## src/rtl/mem_port_arbiter_pkg.sv

```systemverilog
// -----------------------------------------------------------------------------
// mem_port_arbiter_pkg
// Shared definitions for the unified memory port arbiter: the default data
// word width and the arbiter FSM state encodings.
//
// Contents:
//   WORD_SIZE    - default data word width (16)
//   arb_state_e  - arbiter FSM states (IDLE, IFETCH, DACCESS, DRAIN)
//   is_busy()    - true while a memory transaction is owned by the FSM
// -----------------------------------------------------------------------------
package mem_port_arbiter_pkg;

   localparam int WORD_SIZE = 16;

   // DRAIN is only ever entered when the posted write buffer is compiled in.
   typedef enum logic [1:0] {
      IDLE    = 2'd0,
      IFETCH  = 2'd1,
      DACCESS = 2'd2,
      DRAIN   = 2'd3
   } arb_state_e;

   function automatic logic is_busy(input arb_state_e s);
      return (s != IDLE);
   endfunction

endpackage

```

## src/rtl/mem_port_arbiter_wbuf.sv

```systemverilog
// -----------------------------------------------------------------------------
// mem_write_buffer
// One-entry posted write buffer. A store is captured in a single cycle and
// held (address + data + full flag) until the arbiter drains it to memory.
//
// Ports:
//   Clk        in   clock, rising edge
//   Reset_N    in   synchronous active-low reset (empties the buffer)
//   capture    in   load cap_addr/cap_data and mark the entry full
//   clear      in   mark the entry empty (buffered write has completed)
//   cap_addr   in   store address to capture
//   cap_data   in   store data to capture
//   full       out  entry holds a write not yet issued to memory
//   addr       out  buffered store address
//   data       out  buffered store data
//
// Only instantiated when MEM_WBUF_EN is defined.
// -----------------------------------------------------------------------------
module mem_write_buffer #(
   parameter int WORD_SIZE  = mem_port_arbiter_pkg::WORD_SIZE,
   parameter int ADDR_WIDTH = 16
) (
   input  logic                  Clk,
   input  logic                  Reset_N,
   input  logic                  capture,
   input  logic                  clear,
   input  logic [ADDR_WIDTH-1:0] cap_addr,
   input  logic [WORD_SIZE-1:0]  cap_data,
   output logic                  full,
   output logic [ADDR_WIDTH-1:0] addr,
   output logic [WORD_SIZE-1:0]  data
);

   // Capture wins over clear; the arbiter never asserts both in one cycle.
   always_ff @(posedge Clk) begin
      if (!Reset_N) begin
         full <= 1'b0;
      end else if (capture) begin
         full <= 1'b1;
      end else if (clear) begin
         full <= 1'b0;
      end
   end

   // Payload is qualified by full, so it needs no reset.
   always_ff @(posedge Clk) begin
      if (capture) begin
         addr <= cap_addr;
         data <= cap_data;
      end
   end

endmodule

```

## src/rtl/mem_port_arbiter.sv

```systemverilog
// -----------------------------------------------------------------------------
// mem_port_arbiter
// Shares one unified memory port between the CPU instruction-fetch stage and
// the MEM stage. Data accesses take priority over fetches; at most one memory
// transaction is outstanding and the mem_* fields are registered and stable
// while mem_req is high. Completion is signalled by a one-cycle *_valid pulse
// in the same cycle as mem_ready.
//
// Parameters:
//   WORD_SIZE   data width (default 16)
//   ADDR_WIDTH  address width (default 16)
//
// Ports:
//   Clk, Reset_N            clock, synchronous active-low reset
//   i_req, i_addr           fetch request (held until i_valid)
//   i_data, i_valid         fetched word, completion pulse
//   d_req, d_we, d_addr,
//   d_wdata                 data request (held until d_valid)
//   d_rdata, d_valid        load data, completion pulse
//   mem_req, mem_we,
//   mem_addr, mem_wdata     registered memory request fields
//   mem_rdata, mem_ready    memory read data and completion
//
// Build option:
//   MEM_WBUF_EN  adds a one-entry posted write buffer: stores complete in one
//                IDLE cycle and are drained (DRAIN state) ahead of any other
//                access, so later loads and fetches observe the stored data.
// -----------------------------------------------------------------------------
module mem_port_arbiter #(
   parameter int WORD_SIZE  = mem_port_arbiter_pkg::WORD_SIZE,
   parameter int ADDR_WIDTH = 16
) (
   input  logic                  Clk,
   input  logic                  Reset_N,
   // instruction fetch side
   input  logic                  i_req,
   input  logic [ADDR_WIDTH-1:0] i_addr,
   output logic [WORD_SIZE-1:0]  i_data,
   output logic                  i_valid,
   // data side
   input  logic                  d_req,
   input  logic                  d_we,
   input  logic [ADDR_WIDTH-1:0] d_addr,
   input  logic [WORD_SIZE-1:0]  d_wdata,
   output logic [WORD_SIZE-1:0]  d_rdata,
   output logic                  d_valid,
   // memory side
   output logic                  mem_req,
   output logic                  mem_we,
   output logic [ADDR_WIDTH-1:0] mem_addr,
   output logic [WORD_SIZE-1:0]  mem_wdata,
   input  logic [WORD_SIZE-1:0]  mem_rdata,
   input  logic                  mem_ready
);

   import mem_port_arbiter_pkg::*;

   arb_state_e state_q;
   arb_state_e state_d;

   logic grant_fetch;
   logic grant_data;
   logic done;

`ifdef MEM_WBUF_EN
   logic                  grant_drain;
   logic                  buf_capture;
   logic                  buf_clear;
   logic                  buf_full;
   logic [ADDR_WIDTH-1:0] buf_addr;
   logic [WORD_SIZE-1:0]  buf_data;

   mem_write_buffer #(
      .WORD_SIZE  (WORD_SIZE),
      .ADDR_WIDTH (ADDR_WIDTH)
   ) u_wbuf (
      .Clk      (Clk),
      .Reset_N  (Reset_N),
      .capture  (buf_capture),
      .clear    (buf_clear),
      .cap_addr (d_addr),
      .cap_data (d_wdata),
      .full     (buf_full),
      .addr     (buf_addr),
      .data     (buf_data)
   );
`endif

   // Next-state, grants and completion pulses. Everything is gated by
   // Reset_N so no valid pulse can escape while reset is asserted, even if
   // the state register still holds a busy state before the reset edge.
   always_comb begin
      state_d     = state_q;
      grant_fetch = 1'b0;
      grant_data  = 1'b0;
      done        = 1'b0;
      i_valid     = 1'b0;
      d_valid     = 1'b0;
      i_data      = mem_rdata;
      d_rdata     = mem_rdata;
`ifdef MEM_WBUF_EN
      grant_drain = 1'b0;
      buf_capture = 1'b0;
      buf_clear   = 1'b0;
`endif
      if (Reset_N) begin
         case (state_q)
            IDLE: begin
`ifdef MEM_WBUF_EN
               // A pending posted write goes out before anything else so
               // every later access sees memory already updated.
               if (buf_full) begin
                  grant_drain = 1'b1;
                  state_d     = DRAIN;
               end else if (d_req && d_we) begin
                  // Buffer is empty here: absorb the store and retire it now.
                  buf_capture = 1'b1;
                  d_valid     = 1'b1;
               end else
`endif
               if (d_req) begin
                  grant_data = 1'b1;
                  state_d    = DACCESS;
               end else if (i_req) begin
                  grant_fetch = 1'b1;
                  state_d     = IFETCH;
               end
            end
            IFETCH: begin
               if (mem_ready) begin
                  i_valid = 1'b1;
                  done    = 1'b1;
                  state_d = IDLE;
               end
            end
            DACCESS: begin
               if (mem_ready) begin
                  d_valid = 1'b1;
                  done    = 1'b1;
                  state_d = IDLE;
               end
            end
`ifdef MEM_WBUF_EN
            DRAIN: begin
               // The posted store already signalled d_valid; drain is silent.
               if (mem_ready) begin
                  buf_clear = 1'b1;
                  done      = 1'b1;
                  state_d   = IDLE;
               end
            end
`endif
            default: state_d = IDLE;
         endcase
      end
   end

   always_ff @(posedge Clk) begin
      if (!Reset_N) begin
         state_q <= IDLE;
      end else begin
         state_q <= state_d;
      end
   end

   // Memory request register: fields are loaded only on a grant, so they stay
   // stable for the whole transaction. mem_ready outside a busy state is
   // ignored because done can only be raised from a busy state.
   always_ff @(posedge Clk) begin
      if (!Reset_N) begin
         mem_req   <= 1'b0;
         mem_we    <= 1'b0;
         mem_addr  <= '0;
         mem_wdata <= '0;
      end else if (grant_fetch) begin
         mem_req  <= 1'b1;
         mem_we   <= 1'b0;
         mem_addr <= i_addr;
      end else if (grant_data) begin
         mem_req   <= 1'b1;
         mem_we    <= d_we;
         mem_addr  <= d_addr;
         mem_wdata <= d_wdata;
`ifdef MEM_WBUF_EN
      end else if (grant_drain) begin
         mem_req   <= 1'b1;
         mem_we    <= 1'b1;
         mem_addr  <= buf_addr;
         mem_wdata <= buf_data;
`endif
      end else if (done && is_busy(state_q)) begin
         mem_req <= 1'b0;
      end
   end

endmodule

```

## config.mk

```make
export PLATFORM = sky130hd
export DESIGN_NAME = mem_port_arbiter
export DESIGN_NICKNAME = d
export VERILOG_FILES = /design/src/rtl/mem_port_arbiter_pkg.sv /design/src/rtl/mem_port_arbiter_wbuf.sv /design/src/rtl/mem_port_arbiter.sv
export SDC_FILE = /design/constraint.sdc
export NUM_CORES = 1
export LEC_CHECK = 0
export ABC_AREA = 1
export CAP_MARGIN = 10
export CORE_UTILIZATION = 30
export DETAILED_ROUTE_END_ITERATION = 12
export PLACE_DENSITY = 0.79
export SLEW_MARGIN = 20
export SYNTH_ARGS = -nofsm -noshare
export SYNTH_HDL_FRONTEND = slang
export SYNTH_SLANG_ARGS = --single-unit
```

## constraint.sdc

```tcl
create_clock -name Clk -period 2.54 [get_ports Clk]
set_input_delay 0.381 -clock Clk [delete_from_list [all_inputs] [get_ports Clk]]
set_output_delay 0.381 -clock Clk [all_outputs]
set_load 0.01 [all_outputs]
```

==> metrics.csv <==
metric,value,unit
status,"finished, final reports clean",
"delay-heaviest family, CP",buffers and inverters,
Initial DRC Count,99,
cell area after synthesis,0.00198,mm2
vias after detailed routing,1859,
Initial Utilization,31.2,%
Crit. Startpoint,mem_ready,
RSZ-0062 raised after global routing,false,
clk slew on worst S/H paths,0.08,ns
reg2reg start,state_q[0],
DP Area,0.00265,mm2
crit path max fanout,3,
slowest cell delay on critical path,0.55,ns
Comb power frac,25.0,%
yosys warns,0,
vias in the first global route,1845,
CTS Hold Buffers Added,0,
utilization after layout,43.3,%
core area,0.00635,mm2
Clock Tree Root,clkbuf_8,
crit path kind,input pin to output pin,
worst path bufs/invs,3,
post-CTS setup buffer count,0,
number of clock sinks,36,
Synth top area share,36.4,%
FF/Latch Area,721,um2
All-Layer GR Usage,15.1,%
Die Span X,83.2,um
Levels on crit path,4,
CP arrival,1.63,ns
Yosys cell types,23,
r2r setup slk,0.80,ns
multi-input logic area,822,um2
hold crit path type,input pin to register,
"Cell Count, Final, Fillers Out",395,
worst vdd ir,358,uV
final setup skew,0.00972,ns
post-synthesis register bit count,36,
IO buf count,89,
Post-DP HPWL,3660,um
Cell Rows,29,
P_int,1.10,mW
# setup viols final,0,
Setup crit end kind,output pin,
"Critical Path, Cell by Cell",clkdlybuf4s50_1 > inv_1 > nor2_1 > clkdlybuf4s50_1,
Sw Ratio,27.3,%
Die Y,83.2,um
R2R Path End,mem_addr[2],
"Design Area, Final",0.00275,mm2
post-route clock period utilization,79.2,%
sequential-to-total area share from yosys stat,36.4,%
DRC viols,0,
clk buf depth,2,
critical path capture point,d_valid,
Mapped Nets,337,
ANT cells,0,
Synth Instances,264,
Clk pwr share,33.0,%
Net Switching,0.412,mW
largest net degree at the start of global routing,37,
worst skew pair latency,0.29,ns
synthesized area per cell,7.50,um2
Post-DRT Antenna Nets,0,
Final nets,390,
I/O pin count,138,
sequential group share of total power,42.0,%
Final Max Tran Viols,0,
Leak,1.20,nW
worst reg2reg path depth,7,
Max-Slew Margin vs Limit,59.9,%
fillcell total,626,
Sum Neg Setup Slack,0,ns
Synth area leaders,"dfxtp_1, nand2_1, buf_4",
WP data required,2.16,ns
full die area,0.00693,mm2
clock tree from TritonCTS,done,
DR vias/cell,4.71,
FMAX,497,MHz
global-route wire length before repair,8450,um
Startpoint Class,input pin,
Detailed Route WL,5140,um
CTS buffer count,5,
post-synth top area cell,dfxtp_1,
layout cells sized above 1,7.86,%
Avg WL per Cell,13.0,um
Max Cap Violations,0,
final hold vios,0,
grt total ovfl,0,
Tmin final,2.01,ns
gp weighted congestion,0.798,
pwr dens,549,mW/mm2
H-tree levels,2,
area grow syn2layout,39.1,%
Post-CTS Resized,0,
Slowest cell on crit path,clkdlybuf4s50_1,
initial antenna violation count,0,
First-pass DRT Iterations,4,
Worst Tran Pin Value,0.600,ns
DP Cell Count,387,
critical path's most frequent cell,clkdlybuf4s50_1,
## layout make-up
class / instances / area share [%]
sequential: 36 / 26.2
clock buffer: 6 / 2.64
clock inverter: 2 / 1.27
inverter: 24 / 3.55
tap: 77 / 3.50
multi-input combinational: 158 / 29.9
timing repair buffer: 92 / 33.0
## cell usage after synthesis
cell type   n
a21oi_1    15
buf_2       5
buf_4      34
buf_6       3
clkbuf_1    3
clkbuf_8    1
dfxtp_1    36
ha_1        3
inv_1      22
inv_2       1
inv_8       1
nand2_1    69
nand2_4     1
nand2_8     1
nand3_1    28
nand3_2     7
nand4_1    16
nand4_2     1
nor2_1     10
nor2_4      1
nor2_8      1
o211ai_1    1
o21ai_0     4
## cell usage in the layout (no fill, tap or decap), drive strengths merged
cell type       n
o21ai           4
ha              3
inv            24
clkinv          1
bufinv          1
clkdlybuf4s50  88
clkbuf          6
dfxtp          36
nand2          71
nor2           12
o211ai          1
nand3          35
buf             4
nand4          17
a21oi          15
## per-stage QoR
step	worst slack [ns]	hold WS [ns]	total power, mW
global route	0.442	0.406	1.60
detailed placement	0.456	0.457	1.03
finish	0.528	0.392	1.51
floorplan	1.04	0.457	0.887
global placement	0.497	0.451	1.02
CTS	0.501	0.385	1.54
## kinds of logic after synthesis
logic type               after synthesis  share of synthesized area, %
AO/OA/AOI/OAI                         20                          5.18
adder cells (fa/ha/maj)                3                          1.90
buffers and inverters                 70                          22.1
flip-flops                            36                          36.4
AND/OR/NAND/NOR                      135                          34.5
## state kept, by name, summed over array words and instances, names as in the netlist
name and cells:
mem_wdata 16, mem_addr 16, mem_we 1, state_q 2, mem_req 1
## metal layers
layer	routed length (um)	GRT usage, %
met3	436	5.17
met5	0	0
met4	72	5.64
met2	2470	26.2
met1	2160	17.2
## worst min-delay path: cells and delay by family
family	cells	cell delay [ns]
buffers and inverters	1	0.14
AOI/OAI and AO/OA	1	0.08
and+or+nand+nor	1	0.04
## how the worst min path moves through the flow
| stage | start | slack [ns] | end | cells past startpoint |
|---|---|---|---|---|
| 2_1_floorplan | state_q[0] | 0.46 | state_q[0] | 2 |
| 3_3_place_gp | mem_wdata[5] | 0.45 | mem_wdata[5] | 2 |
| 3_5_place_dp | mem_wdata[14] | 0.46 | mem_wdata[14] | 2 |
| 4_1_cts | Reset_N | 0.38 | mem_wdata[0] | 3 |
| 5_1_grt | Reset_N | 0.41 | mem_wdata[0] | 3 |
| 6_report | Reset_N | 0.39 | mem_wdata[11] | 3 |
## power groups by stage
stage | Sequential (mW) | Combinational [mW] | Clock [mW]
after floorplan | 0.665 | 0.222 | 0
after global placement | 0.646 | 0.379 | 0
after detailed placement | 0.647 | 0.383 | 0
after CTS | 0.635 | 0.385 | 0.518
after global routing | 0.641 | 0.418 | 0.542
final | 0.634 | 0.378 | 0.499
(Power assumes the default switching activity.)
